$ cat src/rtl/spi_ram_ctrl.sv
// spi_ram_ctrl: command-decoding single-port RAM behind an SPI slave (write/read address and data opcodes).
// Optional SPI_RAM_ADDR_AUTOINC_EN: data commands post-increment their address so reads and writes stream.
module spi_ram_ctrl #(
   parameter int MEM_DEPTH  = 256,
   parameter int ADDR_SIZE  = 8,
   parameter int DATA_WIDTH = 8
) (
   input  logic                  CLK,
   input  logic                  rst,
   input  logic [DATA_WIDTH+1:0] rx_data,
   input  logic                  rx_valid,
   output logic [DATA_WIDTH-1:0] tx_data,
   output logic                  tx_valid,
   output logic                  cmd_err
);
   typedef enum logic [1:0] {IDLE, ARMED, FETCH, OUT} state_t;
   state_t state;
   logic [DATA_WIDTH-1:0] mem [MEM_DEPTH];
   logic [DATA_WIDTH-1:0] rd_q;
   logic [ADDR_SIZE-1:0] wr_addr, rd_addr, pay;
   logic [1:0] op;
   logic rd_armed, rx_valid_d, acc;
   function automatic logic [ADDR_SIZE-1:0] wrap(input logic [ADDR_SIZE-1:0] a);
      return ADDR_SIZE'(32'(a) % MEM_DEPTH);
   endfunction
`ifdef SPI_RAM_ADDR_AUTOINC_EN
   function automatic logic [ADDR_SIZE-1:0] inc(input logic [ADDR_SIZE-1:0] a);
      return wrap(a + ADDR_SIZE'(1));
   endfunction
`endif
   always_comb begin
      acc = rx_valid && !rx_valid_d;
      op  = rx_data[DATA_WIDTH+1:DATA_WIDTH];
      pay = rx_data[ADDR_SIZE-1:0];
   end
   // RAM has no reset; rd_q is only consumed on the FETCH -> OUT step
   always_ff @(posedge CLK) begin
      if (acc && op == 2'b01) mem[wr_addr] <= rx_data[DATA_WIDTH-1:0];
      if (acc && op == 2'b11 && rd_armed) rd_q <= mem[rd_addr];
   end
   always_ff @(posedge CLK) begin
      if (rst) begin
         state      <= IDLE;
         tx_data    <= '0;
         tx_valid   <= 1'b0;
         cmd_err    <= 1'b0;
         wr_addr    <= '0;
         rd_addr    <= '0;
         rd_armed   <= 1'b0;
         rx_valid_d <= 1'b0;
      end else begin
         rx_valid_d <= rx_valid;
         cmd_err    <= 1'b0;
         if (state == FETCH) begin
            state    <= OUT;
            tx_data  <= rd_q;
            tx_valid <= 1'b1;
         end
         if (acc) begin
            tx_valid <= 1'b0;
            case (op)
               2'b00: begin
                  wr_addr <= wrap(pay);
                  if (state == OUT) state <= IDLE;
               end
               2'b01: begin
`ifdef SPI_RAM_ADDR_AUTOINC_EN
                  wr_addr <= inc(wr_addr);
`endif
                  if (state == OUT) state <= IDLE;
               end
               2'b10: begin
                  rd_addr  <= wrap(pay);
                  rd_armed <= 1'b1;
                  state    <= ARMED;
               end
               default: begin
                  if (rd_armed) begin
                     state <= FETCH;
`ifdef SPI_RAM_ADDR_AUTOINC_EN
                     rd_addr <= inc(rd_addr);
`else
                     rd_armed <= 1'b0;
`endif
                  end else begin
                     cmd_err <= 1'b1;
                  end
               end
            endcase
         end
      end
   end
endmodule

$ cat config.mk
export PLATFORM = sky130hd
export DESIGN_NAME = spi_ram_ctrl
export DESIGN_NICKNAME = d
export VERILOG_FILES = /design/src/rtl/spi_ram_ctrl.sv
export SDC_FILE = /design/constraint.sdc
export NUM_CORES = 2
export LEC_CHECK = 0
export ABC_AREA = 1
export CORE_UTILIZATION = 30
export DETAILED_ROUTE_END_ITERATION = 10
export GPL_TIMING_DRIVEN = 1
export PLACE_DENSITY = 0.51
export SLEW_MARGIN = 20
export SYNTH_ARGS = -nofsm -noshare
export SYNTH_HDL_FRONTEND = slang
export SYNTH_SLANG_ARGS = --single-unit
$ cat constraint.sdc
create_clock -name CLK -period 2.63 [get_ports CLK]
set_input_delay 0.526 -clock CLK [delete_from_list [all_inputs] [get_ports CLK]]
set_output_delay 0.526 -clock CLK [all_outputs]
set_load 0.005 [all_outputs]
=== After elaboration in Yosys (flattened, before gate mapping) ===
Memory sizes are Yosys's and may differ from the RTL's. A register that Yosys moved wholly into a read port is not among the register bits.
Index checks and enable logic that the tools add are counted.

* Equal/unequal tests: 5
* Muxes and demuxes: 9
* Bitwise operators: 2
* Reduce and logical (&&, ||, !) cells: 12

{| class="wikitable"
|+ Operators with widths
! cell !! count
|-
| $eq A2 B2 Y1 const B || 4
|-
| $mux W2 || 4
|-
| $reduce_and A2 Y1 || 3
|-
| $reduce_or A5 Y1 || 1
|-
| $logic_and A1 B1 Y1 || 4
|-
| $pmux W2 S2 || 1
|-
| $reduce_or A2 Y1 || 2
|-
| $mux W1 || 3
|-
| $eq A2 B1 Y1 const B || 1
|-
| $logic_not A2 Y1 || 1
|-
| $not A1 Y1 || 2
|-
| $pmux W1 S2 || 1
|-
| $logic_not A1 Y1 || 1
|}

* Register bits after elaboration: 30
* Memory bits (writable): 2048
* Bits of input ports: 13
* Output and inout bits: 10
* Logic and storage cells: 37
* Memories kept: 1

{| class="wikitable"
|+ Memories
! memory !! words !! width !! read ports !! clocked after Yosys merged registers in !! wr ports !! RTL line !! RTL
|-
| mem || 256 || 8 || 1 || 1 || 1 || 18 || <nowiki>logic [DATA_WIDTH-1:0] mem [MEM_DEPTH];</nowiki>
|}

=== Longest topological paths before layout ===
* Depth after elaboration: 5
* Mapped depth: 15
* Depth with buffers taken out: 11

=== Worst setup path before layout ===
No wires, ideal clock.

* Kind: input to register
* Start point: in rx_valid
* End point: mem mem[187][0], enable pin
* Setup time: 0.370 ns
* Arrival: 1.937 ns
* Required time: 2.260 ns
* Path slack: 0.323 ns
* Stages: 8
* Buffers on the path: 2
* Path through: inv_1 -> nor2_1 -> inv_1 -> nor2_2 -> buf_2 -> nand2_1 -> buf_2 -> nor2_1

* Cells in the longest elaborated chain, start to end: 4

{| class="wikitable"
|+ RTL lines
! element !! RTL line !! RTL
|-
| start: declaration || 11 || <nowiki>input logic rx_valid,</nowiki>
|-
| $logic_and A1 B1 Y1 || 32 || <nowiki>acc = rx_valid && !rx_valid_d;</nowiki>
|-
| $logic_and A1 B1 Y1 || 38 || <nowiki>if (acc && op == 2'b01) mem[wr_addr] <= rx_data[DATA_WIDTH-1:0];</nowiki>
|-
| $mux W1 || 38 ||
|-
| $mux W1 (not written as such) || 38 ||
|-
| end: declaration || 18 ||
|}

No other way between the ends.

==> results.toml <==
[global_route]
grt_pass1_wl_um = 371900
groute.usage.overall_pct = 17.58
grt_max_degree = 96
overflow = 0
grt_antenna_before_repair = 4
grt_pass1_vias = 55430

[status]
outcome = "finished, final reports clean"

[logic_synthesis]
ys_seq_area_share_pct = 73.75
synth.top_cell.area_share_pct = 73.04
ys_async_sr_fraction_pct = 0
synth_edf_count = 2056
synth_cells = 7140
synth_ff_type = "edfxtp_1"
syn_area_per_cell_um2 = 11.84
synth_area_um2 = 84530
synth_top_area_cell = "edfxtp_1"
synth_common_cells = "nand2_1 (2130), edfxtp_1 (2056), nand3_1 (2016)"
synth.distinct_cells = 25
ys_warn_count = 0
ys_top_cells_by_area = "edfxtp_1 (73%), nand3_1 (12%), nand2_1 (9.5%)"
ys_ff_latch = 2086
post-synth-top-count-cell = "nand2_1"
syn_nets = 7161

[clock_network]
cts_sinks = 2086
cts_buffers = 215
root_buffer = "clkbuf_16"
cts_tree = "done"
cts.clk_slew.worst_paths_ps = 60
clk_path_buf_depth = 3
clkLatencyLatePin_ps = 880
htree_num_levels = 4

[pwr]
power_density_nw_per_um2 = 714.7
p_clk_share_pct = 43.4
p_comb_share_pct = 6.3
swShare_pct = 22.48
leakagePower_uw = 0.03554
ir_drop_uv = 761.8
p_seq_share_pct = 50.4
switchingPower_uw = 16310
p_int_uw = 56260

[route]
vias = 56600
antenna_left = 0
finalWirelength_um = 256500
wl_per_cell_um = 22.44
first_iter_violations = 5409
drc_errors = 0
via_per_inst = 4.952
drt-pass1-iter-count = 6

[floorplan]
coreArea_um2 = 279900
start_util_pct = 30.20
io_pins = 23
fp.dieH_um = 532.8
die_width_um = 532.8
fp-row-count = 194
die-area_um2 = 283900

[flow_run]
max_cap_viol_count = 0

[placement]
post-place-cells = 11000
io_buffers = 22
gp_congestion = 0.8686
post-dp-hpwl_um = 158100

[final_layout]
n_antenna_cell = 0
syn2layout_area_growth_pct = 20.13
fin_cells = 11430
layout-drive-gt1-share_pct = 13.25
final_nets = 7544
fillCellCount = 27030

[sta]
worst_pin_slew_ps = 765.0
clock_skew_ps = 43.31
finalCritPeriodShare_pct = 99.56
setup_viol = 0
max_clock_freq_ghz = 0.3819
slew_violations = 0
final.setup.tns_ps = 0
slew_headroom_pct = 48.68
hold_viol_final = 0
finalCriticalPeriod_ps = 2618

[critical_path]
arrival_ps = 3230
worstSetupStartpointType = "register"
worst_ep_required_time_ps = 3240
worstPathMaxFanout = 25
critPathKind = "register to register"
end_kind = "register"

[worst_hold_path]
holdCritPathClass = "input port to register"
## metrics by stage
stage	hold slack (ps)	instance area (um^2)	worst slack, ps	power, uW	utilization (%)
2_1_floorplan	419.8	84530	322.9	39310	-
3_3_place_gp	453.1	93450	-405.3	41610	33.39
3_5_place_dp	466.6	93450	-308.0	41630	33.39
4_1_cts	14.63	101100	-17.72	73020	36.11
5_1_grt	39.31	101500	-0.3695	74620	36.28
6_report	59.97	101500	11.51	72570	36.28
## layout make-up
type | instances | area (um^2) | share of cell area [%]
clock buffers | 262 | 5642 | 5.556
clock inverters | 139 | 1637 | 1.612
inverters | 52 | 234.0 | 0.2304
multi-input cells | 4515 | 19820 | 19.52
flip-flops and latches | 2086 | 62360 | 61.41
well taps | 3724 | 4659 | 4.589
repair buffers | 652 | 7184 | 7.075
repair inverters | 1 | 8.758 | 0.008625
## logic make-up after synthesis
group / count (synthesis) / synth area share, %
DFF: 2086 / 73.75
adders and majority gates: 8 / 0.1184
and+or+nand+nor: 4461 / 22.81
buffers and inverters: 539 / 3.040
AOI/OAI and AO/OA: 46 / 0.2872
## layout by cell type (no fill, tap or decap), types with 4 or more instances in the layout
cell             synthesis  final
clkinv_2                 0     39
buf_6                    6      6
inv_6                    0      4
nand3_1               2016   1989
a21oi_1                 17     17
clkinv_8                 0      4
nand3_2                  0     27
o21ai_0                 25     25
clkinv_4                 0      4
clkinv_1                 4     43
nand2_2                  0     24
inv_1                   46     44
bufinv_16                0     32
dfxtp_1                 30     24
buf_12                   0    126
clkdlybuf4s50_1          0     14
nand2_1               2130   2105
buf_16                   0     16
edfxtp_1              2056   2056
ha_1                     8      8
dfxtp_4                  0      4
buf_4                   35    466
clkinvlp_4               0     12
clkbuf_1               115     43
nor2_1                 310    310
inv_16                   0      6
clkbuf_16                0    228
bufbuf_16                0      4
buf_8                    0     10
## per-layer routing
metal / up-vias / routed length [um] / global-route usage [%] / share of wire (%)
met2: 1915 / 121700 / 28.88 / 47
met3: 379 / 15120 / 2.474 / 5.9
met5: - / 0 / 0 / 0
met1: 28180 / 111800 / 23.96 / 44
li1: 26130 / - / - / -
met4: 0 / 7852 / 5.463 / 3.1
## final timing paths
path	startpoint	to	slack (ps)	depth (start not counted)
setup / recovery	rd_addr[0]	rd_q[7]	10	13
hold / removal	rx_data[0]	mem[203][0]	60	1
setup reg to reg	rd_addr[0]	rd_q[7]	10	13
hold reg to reg	rd_armed	cmd_err	470	1
## what timing repair did
item,in CTS,in global routing
cloned,5,9
pin swaps,0,1
hold buffers,1,0
gates resized for setup,28,38
buffers inserted,7,6
hold endpoints to repair,22,0
endpoints found under the setup margin,8,8
## power by group through the flow
stage | Combinational, uW | Clock, uW | Sequential, uW
finish | 4540 | 31500 | 36600
global route | 4860 | 33200 | 36600
CTS | 4450 | 32000 | 36600
detailed placement | 4360 | 0 | 37300
global placement | 4340 | 0 | 37300
floorplan | 2040 | 0 | 37300
## worst max-delay path, stage by stage (launching register included)
cell       delay [ps]
dfxtp_4           390
buf_12            170
buf_4             180
clkbuf_16         190
nand2_1            70
nand3_1           130
nand3_1           120
nand3_1            80
nand3_1           150
nand3_1           240
nand3_2           210
nand2_2           130
nand2_2           140
nand2_1           120
## registers in the layout (all words and copies together), names as in the netlist
| register | count |
|---|---|
| rx_valid_d | 1 |
| cmd_err | 1 |
| tx_valid | 1 |
| wr_addr | 8 |
| tx_data | 8 |
| rd_addr | 8 |
| rd_armed | 1 |
| rd_q | 8 |
| state | 2 |
| mem | 2048 |
Power figures use the tool's default switching activity.
